## src/rtl/lift_motor_driver.sv

```systemverilog
// lift_motor_driver: hoist motor sequencer with brake hold, duty ramps, reversal dwell and sticky safety fault.
// Turns the controller's up/stop/door decisions into a registered duty, direction and brake, with a PWM gate decoded from them.
module lift_motor_driver #(
  parameter int DUTY_W            = 8,
  parameter int RAMP_STEP_CYCLES  = 1000,
  parameter int BRAKE_HOLD_CYCLES = 20000,
  parameter int DEADTIME_CYCLES   = 50000,
  parameter int TIMEOUT_CYCLES    = 50_000_000
) (
  input  logic              clk,
  input  logic              rst_n,
  input  logic              up_i,
  input  logic              stop_i,
  input  logic              door_i,
  input  logic              fault_clr_i,
  output logic              motor_dir_o,
  output logic [DUTY_W-1:0] duty_o,
  output logic              pwm_o,
  output logic              brake_o,
  output logic              moving_o,
  output logic              fault_o
);
  localparam logic [DUTY_W-1:0] DMAX = '1;
  localparam int C1   = (RAMP_STEP_CYCLES > BRAKE_HOLD_CYCLES) ? RAMP_STEP_CYCLES : BRAKE_HOLD_CYCLES;
  localparam int CMAX = (C1 > DEADTIME_CYCLES) ? C1 : DEADTIME_CYCLES;
  localparam int CW   = $clog2(CMAX + 1);
  localparam int TW   = $clog2(TIMEOUT_CYCLES + 1);
  // Synchronizers come out of reset reading stop=1 so the motor cannot start before real inputs arrive.
  localparam logic [3:0] SYNC_RST = 4'b0100;

  typedef enum logic [2:0] {IDLE, RELEASE, ACCEL, RUN, DECEL, DWELL, FAULT} state_t;

  state_t            state_q, state_d;
  logic [3:0]        sync1_q, sync2_q;
  logic [CW-1:0]     cnt_q, cnt_d;
  logic [TW-1:0]     tmo_q, tmo_d;
  logic [DUTY_W-1:0] duty_q, duty_d, pwm_cnt_q;
  logic              dir_q, dir_d, brake_q, brake_d, moving_q, moving_d, fault_q, fault_d;
  logic              up_s, stop_s, door_s, clr_s, step, halt, running, active;

  assign {up_s, stop_s, door_s, clr_s} = sync2_q;

  always_ff @(posedge clk or negedge rst_n) begin
    if (!rst_n) begin
      sync1_q   <= SYNC_RST;
      sync2_q   <= SYNC_RST;
      state_q   <= IDLE;
      cnt_q     <= '0;
      tmo_q     <= '0;
      duty_q    <= '0;
      pwm_cnt_q <= '0;
      dir_q     <= 1'b0;
      brake_q   <= 1'b1;
      moving_q  <= 1'b0;
      fault_q   <= 1'b0;
    end else begin
      sync1_q   <= {up_i, stop_i, door_i, fault_clr_i};
      sync2_q   <= sync1_q;
      state_q   <= state_d;
      cnt_q     <= cnt_d;
      tmo_q     <= tmo_d;
      duty_q    <= duty_d;
      pwm_cnt_q <= pwm_cnt_q + 1'b1;
      dir_q     <= dir_d;
      brake_q   <= brake_d;
      moving_q  <= moving_d;
      fault_q   <= fault_d;
    end
  end

  always_comb begin
    step    = cnt_q == CW'(RAMP_STEP_CYCLES - 1);
    halt    = stop_s || (up_s != dir_q);
    running = (state_q == ACCEL) || (state_q == RUN);
    active  = running || (state_q == DECEL);
    state_d = state_q;
    dir_d   = dir_q;
    duty_d  = duty_q;
    cnt_d   = cnt_q + 1'b1;
    tmo_d   = running ? tmo_q + 1'b1 : tmo_q;
    case (state_q)
      IDLE: if (!stop_s && !door_s) begin
        state_d = RELEASE;
        dir_d   = up_s;
      end
      RELEASE: if (stop_s || door_s) state_d = IDLE;
        else if (cnt_q == CW'(BRAKE_HOLD_CYCLES - 1)) begin
          state_d = ACCEL;
          tmo_d   = '0;
        end
      ACCEL: if (halt) state_d = DECEL;
        else if (step) begin
          duty_d  = (duty_q == DMAX) ? DMAX : duty_q + 1'b1;
          cnt_d   = '0;
          state_d = (duty_d == DMAX) ? RUN : ACCEL;
        end
      RUN: if (halt) state_d = DECEL;
      DECEL: if (duty_q == '0) state_d = DWELL;
        else if (step) begin
          duty_d  = duty_q - 1'b1;
          cnt_d   = '0;
          state_d = (duty_d == '0) ? DWELL : DECEL;
        end
      DWELL: if (cnt_q == CW'(DEADTIME_CYCLES - 1)) state_d = IDLE;
      FAULT: if (clr_s && stop_s && !door_s) state_d = IDLE;
      default: state_d = IDLE;
    endcase
    // Safety faults override every other transition and skip the ramp-down.
    if ((active && door_s) || (running && tmo_q == TW'(TIMEOUT_CYCLES - 1))) state_d = FAULT;
    if (state_d != state_q) cnt_d = '0;
    moving_d = (state_d == ACCEL) || (state_d == RUN) || (state_d == DECEL);
    brake_d  = !(moving_d || state_d == RELEASE);
    fault_d  = state_d == FAULT;
    if (!moving_d) duty_d = '0;
  end

  assign motor_dir_o = dir_q;
  assign duty_o      = duty_q;
  assign brake_o     = brake_q;
  assign moving_o    = moving_q;
  assign fault_o     = fault_q;
  assign pwm_o       = !brake_q && (pwm_cnt_q < duty_q);
endmodule

```

## config.mk

```make
export PLATFORM = sky130hd
export DESIGN_NAME = lift_motor_driver
export DESIGN_NICKNAME = d
export VERILOG_FILES = /design/src/rtl/lift_motor_driver.sv
export SDC_FILE = /design/constraint.sdc
export NUM_CORES = 1
export LEC_CHECK = 0
export ABC_CLOCK_PERIOD_IN_PS = 3000
export BUFFER_PORTS_ARGS = -buffer_cell sky130_fd_sc_hd__buf_2
export CORE_MARGIN = 2
export CORE_UTILIZATION = 50
export DETAILED_ROUTE_END_ITERATION = 8
export HOLD_SLACK_MARGIN = 0.15
export MAX_ROUTING_LAYER = met4
export PLACE_DENSITY = 0.67
export SETUP_SLACK_MARGIN = 0.15
export SLEW_MARGIN = 20
export SYNTH_ARGS = -nofsm -noshare
export SYNTH_HDL_FRONTEND = slang
export SYNTH_SLANG_ARGS = --single-unit
```

## constraint.sdc

```tcl
create_clock -name clk -period 3 [get_ports clk]
set_input_delay 0 -clock clk [delete_from_list [all_inputs] [get_ports clk]]
set_output_delay 0 -clock clk [all_outputs]
set_load 0.01 [all_outputs]
```

Word level (Yosys, flattened, before mapping) --
Cells that the tools add are included.
Word-level totals: register bits 73, word-level logic and storage cells 94, input port bits 6, output and inout bits 13
Cells by class: multiplexer cells 30, $add $sub $neg 5, $lt $le $gt $ge 1, equality and inequality tests 24, reductions and logical operators 23
Operator list (number):
- 26-bit two-way mux | 4
- 16-bit two-way mux | 4
- 8-bit two-way mux | 6
- 3-bit two-way mux | 11
- 16-bit case mux with 2 select lines | 1
- 26-bit by 1-bit adder with 26-bit output (second input constant) | 1
- 26-bit == test (second input constant) | 1
- 3-bit case mux with 7 select lines | 1
- 16-bit by 1-bit adder with 16-bit output (second input constant) | 1
- 8-bit by 1-bit adder with 8-bit output (second input constant) | 2
- 16-bit by 10-bit == test with 1-bit output (second input constant) | 1
- 16-bit by 15-bit == test with 1-bit output (second input constant) | 1
- 16-bit == test (second input constant) | 1
- 8-bit == test (second input constant) | 2
- 8-bit logical NOT | 2
- 8-bit case mux with 2 select lines | 1
- 3-bit == test (second input constant) | 5
- 3-bit by 2-bit == test with 1-bit output (second input constant) | 4
- 3-bit inequality test (second input constant) | 4
- 1-bit logical OR | 8
- 8-bit < comparator | 1
- 8-bit by 1-bit subtractor with 8-bit output (second input constant) | 1
- 3-bit by 1-bit == test with 1-bit output (second input constant) | 2
- 1-bit logical AND | 6
- 8 further kinds | 12

Logic depth before layout (Yosys ltp) --
Gate-level depths: netlist (run 1).
depth after elaboration 13, gate-level depth with buffers 11, mapped depth without buffers 9

Least setup slack after synthesis (run 1) --
No wires, ideal clock.
path type register to register, start point reg cnt_q[0], end point reg cnt_q[0], period minus slack after synthesis 2675 ps, path buffers 3, required time 2930 ps, setup time 70 ps, arrival time 2606 ps, path slack 325 ps, stages on the path, launching flop included 12, cells stage by stage dfrtp_1 > ha_1 > and4_1 > and4_1 > nor2b_1 > buf_2 > or3_1 > buf_6 > xnor2_4 > buf_6 > or4_4 > nor2_2
On the way: word-level cells in the longest chain between the ends 7, elaborated cells on any way between the ends 19, classes of those cells add/sub: 1; eq/ne: 4; mux: 14
Ends and longest elaborated chain:
- start, declared | line 35 | logic [CW-1:0] cnt_q, cnt_d;
- start signal, assigned | line 60 | cnt_q <= cnt_d;
- 16-bit by 10-bit == test with 1-bit output / 16-bit by 15-bit == test with 1-bit output (equally long branches) | line 72, 87
- 3-bit two-way mux (on tied branches) | line 99, 87, 92
- 3-bit two-way mux (on tied branches) | line 98, 86, 91
- 3-bit case mux with 7 select lines * | line 81 | case (state_q)
- 3-bit two-way mux * | line 109 | if ((active && door_s) || (running && tmo_q == TW'(TIMEOUT_CYCLES - 1))) state_d = FAULT;
- named net state_d[1] | line 33 | state_t state_q, state_d;
- 3-bit inequality test * | line 110 | if (state_d != state_q) cnt_d = '0;
- 16-bit two-way mux * | line 110
- named net cnt_d[0] | line 35
The timed path passes the listed nets; every way through them passes the cells marked *. A chain may end at the register's enable or synchronous reset.

Worst setup path after layout (run 1) --
start point reg cnt_q[0], end point reg cnt_q[8]
On the way: word-level cells in the longest chain between the ends 7, elaborated cells on any way between the ends 19, classes of those cells add/sub: 1; eq/ne: 4; mux: 14
Ends and longest elaborated chain (line):
- branches (longest 6 deep; another with 16-bit by 1-bit adder with 16-bit output)
- 16-bit two-way mux * | 110
- named net cnt_d[8] | 35
Mark *: on every way through the listed nets, which the timed path passes.

==> results of run 1 <==
==> state kept, by name, indices dropped and copies added, names as in the netlist <==
signal,count
cnt_q,16
state_q,3
duty_o,8
sync2_q,4
moving_o,1
motor_dir_o,1
fault_o,1
pwm_cnt_q,8
tmo_q,26
sync1_q,4
brake_o,1
==> power groups by stage <==
stage,clock (W),combinational (W),sequential [W]
floorplan,0,0.0000577,0.00105
global placement,0,0.0000956,0.00105
CTS,0.000874,0.000102,0.00104
detailed placement,0,0.0000971,0.00106
finish,0.000849,0.000101,0.00104
global route,0.000917,0.000115,0.00104
==> placed cells by master (no fill, tap or decap), types with 3 or more instances in the layout <==
cell            n
and3_1         17
nor2_1         56
dfstp_2         3
a31oi_1         3
nor4b_1         3
and4_1          3
or4_1           7
a21oi_1        13
nor4_1         18
nor4bb_1        3
nand3_1        27
nand4_1         7
ha_1           13
a21o_1          3
or3_1           3
nor3_1         13
xnor2_1        23
clkbuf_8        9
o21ai_0        11
dfrtp_1        69
buf_2          17
nand2_1        32
nor2b_1         4
buf_4          10
dlygate4sd3_1   5
xor2_1         27
inv_1          17
==> timing repair <==
action,CTS,global route
hold buffers,5,0
endpoints found under the setup margin,0,17
endpoints found under the hold margin,74,0
gates resized for setup,0,3
==> path summary, 6_finish.rpt <==
check	cells past startpoint	end	from	slack [ns]
max in group asynchronous	2	duty_o[0]$_DFFE_PN0P_	rst_n	2.06
hold reg to reg	0	sync2_q[3]$_DFF_PN0_	sync1_q[3]$_DFF_PN0_	0.35
setup reg to reg	8	cnt_q[8]$_DFF_PN0_	cnt_q[0]$_DFF_PN0_	0.31
setup / recovery	8	cnt_q[8]$_DFF_PN0_	cnt_q[0]$_DFF_PN0_	0.31
hold / removal	2	sync1_q[0]$_DFF_PN0_	fault_clr_i	0.29
min in group asynchronous	2	duty_o[1]$_DFFE_PN0P_	rst_n	0.34
==> per-layer routing <==
metal,wire (microns),up-vias
li1,-,1619
met1,3930,1596
met2,4150,85
met3,381,16
met4,157,0
met5,0,-
==> through the flow <==
stage | power (W) | instance area (sq um) | setup slack, ns
4_1_cts | 0.00201 | 4650 | 0.310
3_3_place_gp | 0.00115 | 4390 | 0.339
2_1_floorplan | 0.00111 | 4200 | 0.325
3_5_place_dp | 0.00115 | 4390 | 0.324
6_report | 0.00199 | 4660 | 0.312
5_1_grt | 0.00207 | 4660 | 0.156
==> final cells by class <==
cell class | count | area, sq um
inverter | 17 | 63.8
tap | 105 | 131
fill | 717 | 3510
multi-input combinational | 333 | 2210
timing repair buffer | 32 | 210
clock inverter | 6 | 90.1
clock buffer | 10 | 128
sequential | 73 | 1830
==> cell families after synthesis <==
family | count (synthesis) | synth area share
AND/OR/NAND/NOR | 212 | 0.269
flip-flops | 73 | 0.435
AO/OA/AOI/OAI | 54 | 0.0967
XOR/XNOR | 51 | 0.111
buffers and inverters | 35 | 0.0417
adder cells (fa/ha/maj) | 13 | 0.0387
multiplexers | 3 | 0.00744
==> flow_summary.ini, run 1 <==
[run_status]
status = finished, final reports clean

[pwr]
swShare = 0.233
p_seq_frac = 0.522
switching_power_w = 0.000463
intPower_w = 0.00152
pwr-share-comb = 0.051
clock_power_share = 0.427
peakVddDrop_v = 0.000323
power_density_nw_per_um2 = 426
power.leakage_nw = 2.08

[cells_and_area]
fin_nets = 485
drive_gt1_frac = 0.136
synthToLayoutAreaGrowth_pct = 11.0
utilization = 0.571
diodes = 0
finalNonFillerCells = 576

[synth]
synth.top_cells.by_count = dfrtp_1 (70), nor2_1 (56), nand2_1 (32)
syn_nets = 460
yosys-top-cells-area = dfrtp_1 (42%), xor2_1 (5.6%), nor2_1 (5.0%)
yosys_most_used_dff = dfrtp_1
synth.avg_cell_area_sq_um = 9.53
ys_warn_count = 0
async_flop_share = 1.00
yosysMostFrequentCell = dfrtp_1
synth_edf_count = 0
ys_seq_area_frac = 0.435
yosys.area.top_type = dfrtp_1
ys_types = 61
ys_ff_latch = 73
synth_top_cell_area_share = 0.417
synthesis.area_sq_um = 4200
synth_cells = 441

[timing]
fin_worst_skew_ns = 0.00837
tightest_slew_ns = 0.905
fmax_ghz = 0.372
rsz0062_at_grt = false
slew_headroom = 0.397
period_minus_slack_ns = 2.69
drv_slew = 0
finalSetupViolCount = 0
whs_ns = 0.292
hold_violations = 0
setup_tns_ns = 0
fin_crit_sh = 0.896

[setup_path]
worst-setup-path-type = reg -> reg
cp.arrival_ns = 2.97
critPathCaptureType = flop
cp_slowest_cell = or4_1
crit_top_cell = and4_1
crit_chain = ha_1 -> and4_1 -> and4_1 -> nor2b_2 -> or3_1 -> xnor2_4 -> or4_1 -> nor2_1
crit_required_ns = 3.28
max_stage_delay_ns = 0.52
crit_family = simple AND/OR/NAND/NOR gates
cp-start-kind = flop
critPathMaxFanout = 16
crit_buf_inv = 0

[grt]
met3_usage = 0.0501
grtUsageMet1 = 0.267
use_met2 = 0.336
antenna_found_initial = 0
grt_usage = 0.212
gr-max-usage-layer = met2
grt_max_degree = 74
grt_pass1_vias = 3222
grt.overflow.total = 0
grt_pass1_wl_microns = 14800

[placement]
place_inst = 555
io_buffers = 18
dp_hpwl_microns = 5980
gp_congestion = 0.921

[cts]
cts_max_level = 3
clk_latency_ns = 0.35
tritoncts = done
cts_root_buf = clkbuf_8
clockBufferDepth = 2
cts_setup_buffers = 0
path_clk_slew_ns = 0.08
cts_num_sinks = 73
cts_inserted_buffers = 9

[routing]
dr.pass1.iters = 5
route.detailed.drc = 0
vias_per_cell = 5.76
vias = 3316
drtAntennaViolNets = 0
drtIter0Drc = 137
wl_microns = 8620
wire_per_inst_microns = 15.0

[floorplanning]
die_x_microns = 95.7
die_area_sq_um = 9160
core_sq_um = 8180
ioPinCount = 19
start_util = 0.514
fp-row-count = 33
die_h_microns = 95.7

[run]
maxCapViolCount = 0

[min_path]
hp-class = in -> reg
Power figures use the tool's default switching activity.
==> run 2: changes to the inputs <==
--- a/config.mk
+++ b/config.mk
@@ -5,13 +5,12 @@
 export SDC_FILE = /design/constraint.sdc
 export NUM_CORES = 1
 export LEC_CHECK = 0
-export ABC_CLOCK_PERIOD_IN_PS = 3000
+export ABC_CLOCK_PERIOD_IN_PS = 3100
 export BUFFER_PORTS_ARGS = -buffer_cell sky130_fd_sc_hd__buf_2
 export CORE_MARGIN = 2
 export CORE_UTILIZATION = 50
 export DETAILED_ROUTE_END_ITERATION = 8
 export HOLD_SLACK_MARGIN = 0.15
-export MAX_ROUTING_LAYER = met4
 export PLACE_DENSITY = 0.67
 export SETUP_SLACK_MARGIN = 0.15
 export SLEW_MARGIN = 20
==> constraint.sdc (replaced) <==
create_clock -name clk -period 3.1 [get_ports clk]
set_input_delay 0 -clock clk [delete_from_list [all_inputs] [get_ports clk]]
set_output_delay 0 -clock clk [all_outputs]
set_load 0.01 [all_outputs]
==> run 2 against run 1 <==
Die area did not move. Sequential cell count unchanged. Register-to-register slack better by 0.10 ns. Critical path type unchanged.
==> flow_summary.ini, run 2 (synthesis gave the netlist of run 1 again) <==
[cts]
cts-resized-gates = 0
cts_num_sinks = 73
path_clk_slew_ns = 0.08
cts_setup_buffers = 0
clk_latency_ns = 0.35
clockBufferDepth = 2
cts_root_buf = clkbuf_8
cts_max_level = 3
cts_inserted_buffers = 9
tritoncts = done

[pwr]
switching_power_w = 0.000448
power_density_nw_per_um2 = 397
clock_power_share = 0.402
peakVddDrop_v = 0.000180
finalPower_w = 0.00184
intPower_w = 0.00139
power.leakage_nw = 2.08
pwr-share-comb = 0.052
swShare = 0.244
p_seq_frac = 0.546

[timing]
fin_worst_skew_ns = 0.00777
hold_violations = 0
setup_tns_ns = 0
slew_headroom = 0.409
drv_slew = 0
tightest_slew_ns = 0.887
period_minus_slack_ns = 2.69
finalSetupViolCount = 0
fmax_ghz = 0.372
fin_crit_sh = 0.867
rsz0062_at_grt = false

[placement]
place_inst = 555
io_buffers = 18
dp_hpwl_microns = 6050
gp_congestion = 0.904

[floorplanning]
die_area_sq_um = 9160
die_h_microns = 95.7
fp-row-count = 33
die_x_microns = 95.7
core_sq_um = 8180
start_util = 0.514
ioPinCount = 19

[run_status]
status = finished, final reports clean

[routing]
wire_per_inst_microns = 14.8
drtAntennaViolNets = 0
route.detailed.drc = 0
vias_per_cell = 5.74
dr.pass1.iters = 4
wl_microns = 8550
vias = 3308
drtIter0Drc = 195

[setup_path]
critPathMaxFanout = 11
startpoint = state_q[2]$_DFF_PN0_
cp.arrival_ns = 2.91
worst-setup-path-type = reg -> reg
crit_required_ns = 3.32
reg2reg_from = state_q[2]$_DFF_PN0_
critPathCaptureType = flop
cp-start-kind = flop

[grt]
grt_pass1_wl_microns = 14900
antenna_found_initial = 0
grt_pass1_vias = 3133
grt_max_degree = 74
grt_usage = 0.208
grt.overflow.total = 0

[cells_and_area]
regMostFlops = tmo_q
final_common_cell = dfrtp_1
largest_register_ffs = 26
diodes = 0
nFillCells = 746
fin_nets = 485
drive_gt1_frac = 0.134
mostFrequentLayoutCells = dfrtp_1 (70), nor2_1 (56), nand2_1 (32)
top_regs = tmo_q x26, cnt_q x16
finalNonFillerCells = 576
synthToLayoutAreaGrowth_pct = 10.1

[run]
maxCapViolCount = 0

[min_path]
min_from = up_i
hp-class = in -> reg
-- run 2: cell types whose count changed in the layout (fill, tap and decap cells not counted) --
cell / delta
a21oi_2: +1
dfrtp_1: +1
bufinv_16: -1
a21oi_4: -1
clkinv_2: +2
and3_2: -1
dfrtp_2: -1
clkbuf_1: -1
and3_1: +1
-- run 2: power by group through the flow --
stage	sequential, W	clock [W]	combinational [W]
2_1_floorplan	0.00102	0	0.0000559
3_3_place_gp	0.00102	0	0.0000927
3_5_place_dp	0.00102	0	0.0000939
4_1_cts	0.00100	0.000761	0.0000992
5_1_grt	0.00101	0.000805	0.000111
6_report	0.00100	0.000739	0.0000961
-- run 2: final cells by class --
type	instances	area (sq um)	share of cell area
Inverter	17	63.8	0.0138
Tap cell	105	131	0.0284
Sequential cell	73	1830	0.395
Clock inverter	7	70.1	0.0151
Multi-Input combinational cell	333	2200	0.475
Clock buffer	9	124	0.0267
Timing Repair Buffer	32	210	0.0454
-- run 2: metal layers --
metal	part of all wire	vias to the layer above	GRT usage
met1	0.47	1617	0.291
met4	0.018	0	0.0750
li1	-	1610	-
met2	0.47	66	0.317
met3	0.042	15	0.0470
met5	0	-	0
-- run 2: final timing paths --
path / cells after the start / end / slack, ns
max: 8 / duty_o[0]$_DFFE_PN0P_ / 0.41
min: 2 / sync1_q[3]$_DFF_PN0_ / 0.28
max reg2reg: 8 / duty_o[0]$_DFFE_PN0P_ / 0.41
min reg2reg: 0 / sync2_q[0]$_DFF_PN0_ / 0.35
max in group asynchronous: 2 / sync2_q[1]$_DFF_PN0_ / 2.21
min in group asynchronous: 2 / duty_o[2]$_DFFE_PN0P_ / 0.30
-- run 2: metrics by stage --
| stage | worst slack, ns | area, sq um | utilization | hold WS [ns] |
|---|---|---|---|---|
| after global routing | 0.162 | 4630 | 0.566 | 0.280 |
| after detailed placement | 0.413 | 4390 | 0.537 | 0.107 |
| after CTS | 0.393 | 4630 | 0.566 | 0.272 |
| final | 0.411 | 4630 | 0.566 | 0.281 |
| after floorplan | 0.425 | 4200 | - | -0.296 |
| after global placement | 0.482 | 4390 | 0.537 | 0.106 |
-- run 2: critical path, cell delays in order, from the launching register on --
cell	delay, ns
dfrtp_1	0.59
nor3b_2	0.38
buf_4	0.22
nand4_1	0.13
nor4_1	0.26
o2111ai_1	0.19
and3_1	0.27
a21oi_2	0.41
nor3_1	0.11
-- run 2: what timing repair did --
action / 4_1_cts / 5_1_grt
hold buffers: 5 / 0
hold endpoints to repair: 74 / 0
endpoints found under the setup margin: 0 / 0
==> run 3: changes to the inputs <==
--- a/config.mk
+++ b/config.mk
@@ -9,6 +9,7 @@
 export BUFFER_PORTS_ARGS = -buffer_cell sky130_fd_sc_hd__buf_2
 export CORE_MARGIN = 2
 export CORE_UTILIZATION = 50
+export CTS_BUF_LIST = sky130_fd_sc_hd__clkbuf_16
 export DETAILED_ROUTE_END_ITERATION = 8
 export HOLD_SLACK_MARGIN = 0.15
 export PLACE_DENSITY = 0.67
==> run 3 against run 2 <==
Clock skew is 0.0038 ns lower. Final cell count is the same. Setup slack worse by 0.00084 ns. Non-clock buffer count stayed put. Design area up 2.2%. Die area did not move. Sequential cell count is the same. Sequential share of layout area decreased by 0.83 points. Clock-buffer cell count unchanged. Clock power up 38%. First-iteration DRC count fell by 6.2%. Largest power group is now clock.
==> flow_summary.ini, run 3 (synthesis gave the netlist of run 1 again) <==
[timing]
fin_crit_sh = 0.868
fmax_ghz = 0.372
finalSetupViolCount = 0
whs_ns = 0.309
drv_slew = 0
slew_headroom = 0.398
setup_tns_ns = 0
tightest_slew_ns = 0.903
hold_violations = 0
period_minus_slack_ns = 2.69
rsz0062_at_grt = false
fin_worst_skew_ns = 0.00396

[cells_and_area]
diodes = 0
top_regs = tmo_q x26, cnt_q x16
seq_area_sq_um = 1830
nFillCells = 727
multi_input_area_sq_um = 2200
mostFrequentLayoutCells = dfrtp_1 (69), nor2_1 (56), nand2_1 (32)
final_common_cell = dfrtp_1
largest_register_ffs = 26
synthToLayoutAreaGrowth_pct = 12.6
drive_gt1_frac = 0.136
fin_nets = 485
regMostFlops = tmo_q

[routing]
met2_length_microns = 4150
drtIter0Drc = 183
wl_met3_microns = 393
wire_per_inst_microns = 15.2
top_layer_used = met4
route.detailed.drc = 0
drtAntennaViolNets = 0
vias_per_cell = 5.78
dr.pass1.iters = 4
vias = 3328
wl_microns = 8740
m1WireLength_microns = 4080

[floorplanning]
ioPinCount = 19
die_x_microns = 95.7
start_util = 0.514
die_h_microns = 95.7
core_sq_um = 8180
die_area_sq_um = 9160
fp-row-count = 33

[setup_path]
r2r-end = cnt_q[5]$_DFF_PN0_
critPathCaptureType = flop
worst-setup-path-type = reg -> reg
reg2reg_from = cnt_q[0]$_DFF_PN0_
r2r_cells = 8
critPathMaxFanout = 16
cp.arrival_ns = 2.95
cp-start-kind = flop
r2r_setup_slack_ns = 0.41
startpoint = cnt_q[0]$_DFF_PN0_
crit_required_ns = 3.36

[grt]
antenna_found_initial = 0
grt_pass1_vias = 3185
grt_usage = 0.209
grt.overflow.total = 0
grt_pass1_wl_microns = 15000
grt_max_degree = 74

[cts]
cts_setup_buffers = 0
clockBufferDepth = 2
path_clk_slew_ns = 0.06
cts_root_buf = clkbuf_16
clk_latency_ns = 0.33
cts_inserted_buffers = 9
tritoncts = done
cts_max_level = 3
cts_num_sinks = 73

[pwr]
power_density_nw_per_um2 = 449
peakVddDrop_v = 0.000263
power.leakage_nw = 2.12

[min_path]
hold_depth = 2
holdPathEnd = sync1_q[1]$_DFF_PN0_
hp-class = in -> reg
min_from = door_i

[run_status]
status = finished, final reports clean

[placement]
dp_hpwl_microns = 6050
io_buffers = 18
gp_congestion = 0.904

[run]
maxCapViolCount = 0
==> run 3: cell count changes in the layout (fill, tap and decap cells not counted) <==
cell,change
clkbuf_16,+9
clkbuf_8,-9
dfrtp_1,-1
dfrtp_2,+1
==> run 3: timing repair <==
action,in CTS,in global routing
hold buffers,5,0
endpoints found under the setup margin,0,2
endpoints found under the hold margin,74,0
gates resized for setup,0,1
==> run 3: how the worst max path moves through the flow <==
| stage | endpoint | slack (ns) |
|---|---|---|
| after CTS | cnt_q[11]$_DFF_PN0_ | 0.33 |
| after global placement | cnt_q[13]$_DFF_PN0_ | 0.48 |
| final | cnt_q[5]$_DFF_PN0_ | 0.41 |
| after global routing | cnt_q[11]$_DFF_PN0_ | 0.18 |
| after floorplan | cnt_q[0]$_DFF_PN0_ | 0.42 |
| after detailed placement | cnt_q[12]$_DFF_PN0_ | 0.41 |
==> run 3: routing by layer <==
layer,track usage,up-vias
li1,-,1616
met1,0.292,1620
met2,0.322,79
met3,0.0509,13
met4,0.0667,0
met5,0,-
==> run 3: worst max-delay path, cell delays in order (launching register included) <==
cell and delay [ns]:
dfrtp_1 0.40, ha_1 0.26, and4_1 0.24, and4_1 0.19, nor2b_2 0.15, or3_1 0.49, xnor2_4 0.25, or4_1 0.53
nor2_1 0.11
==> run 3: area by class of cell <==
type,instances,area share
timing repair buffer,32,0.0444
clock inverter,7,0.0148
sequential,73,0.387
tap,105,0.0278
multi-input combinational,333,0.465
inverter,17,0.0135
clock buffer,9,0.0476
==> run 3: per-stage QoR <==
stage               cell area, sq um  std cells   util  worst slack [ns]  total power (W)
global route                    4730        576  0.579             0.183          0.00221
detailed placement              4390        555  0.537             0.413          0.00112
CTS                             4730        576  0.579             0.329          0.00215
floorplan                       4200        441      -             0.425          0.00107
finish                          4730        576  0.579             0.411          0.00212
global placement                4390        555  0.537             0.482          0.00111
==> run 3: where the power goes <==
group | internal, W | total, W | switching (W)
clock | 0.000622 | 0.00102 | 0.000398
combinational | 0.0000418 | 0.0000983 | 0.0000565
sequential | 0.000979 | 0.00101 | 0.0000264
total | 0.00164 | 0.00212 | 0.000481
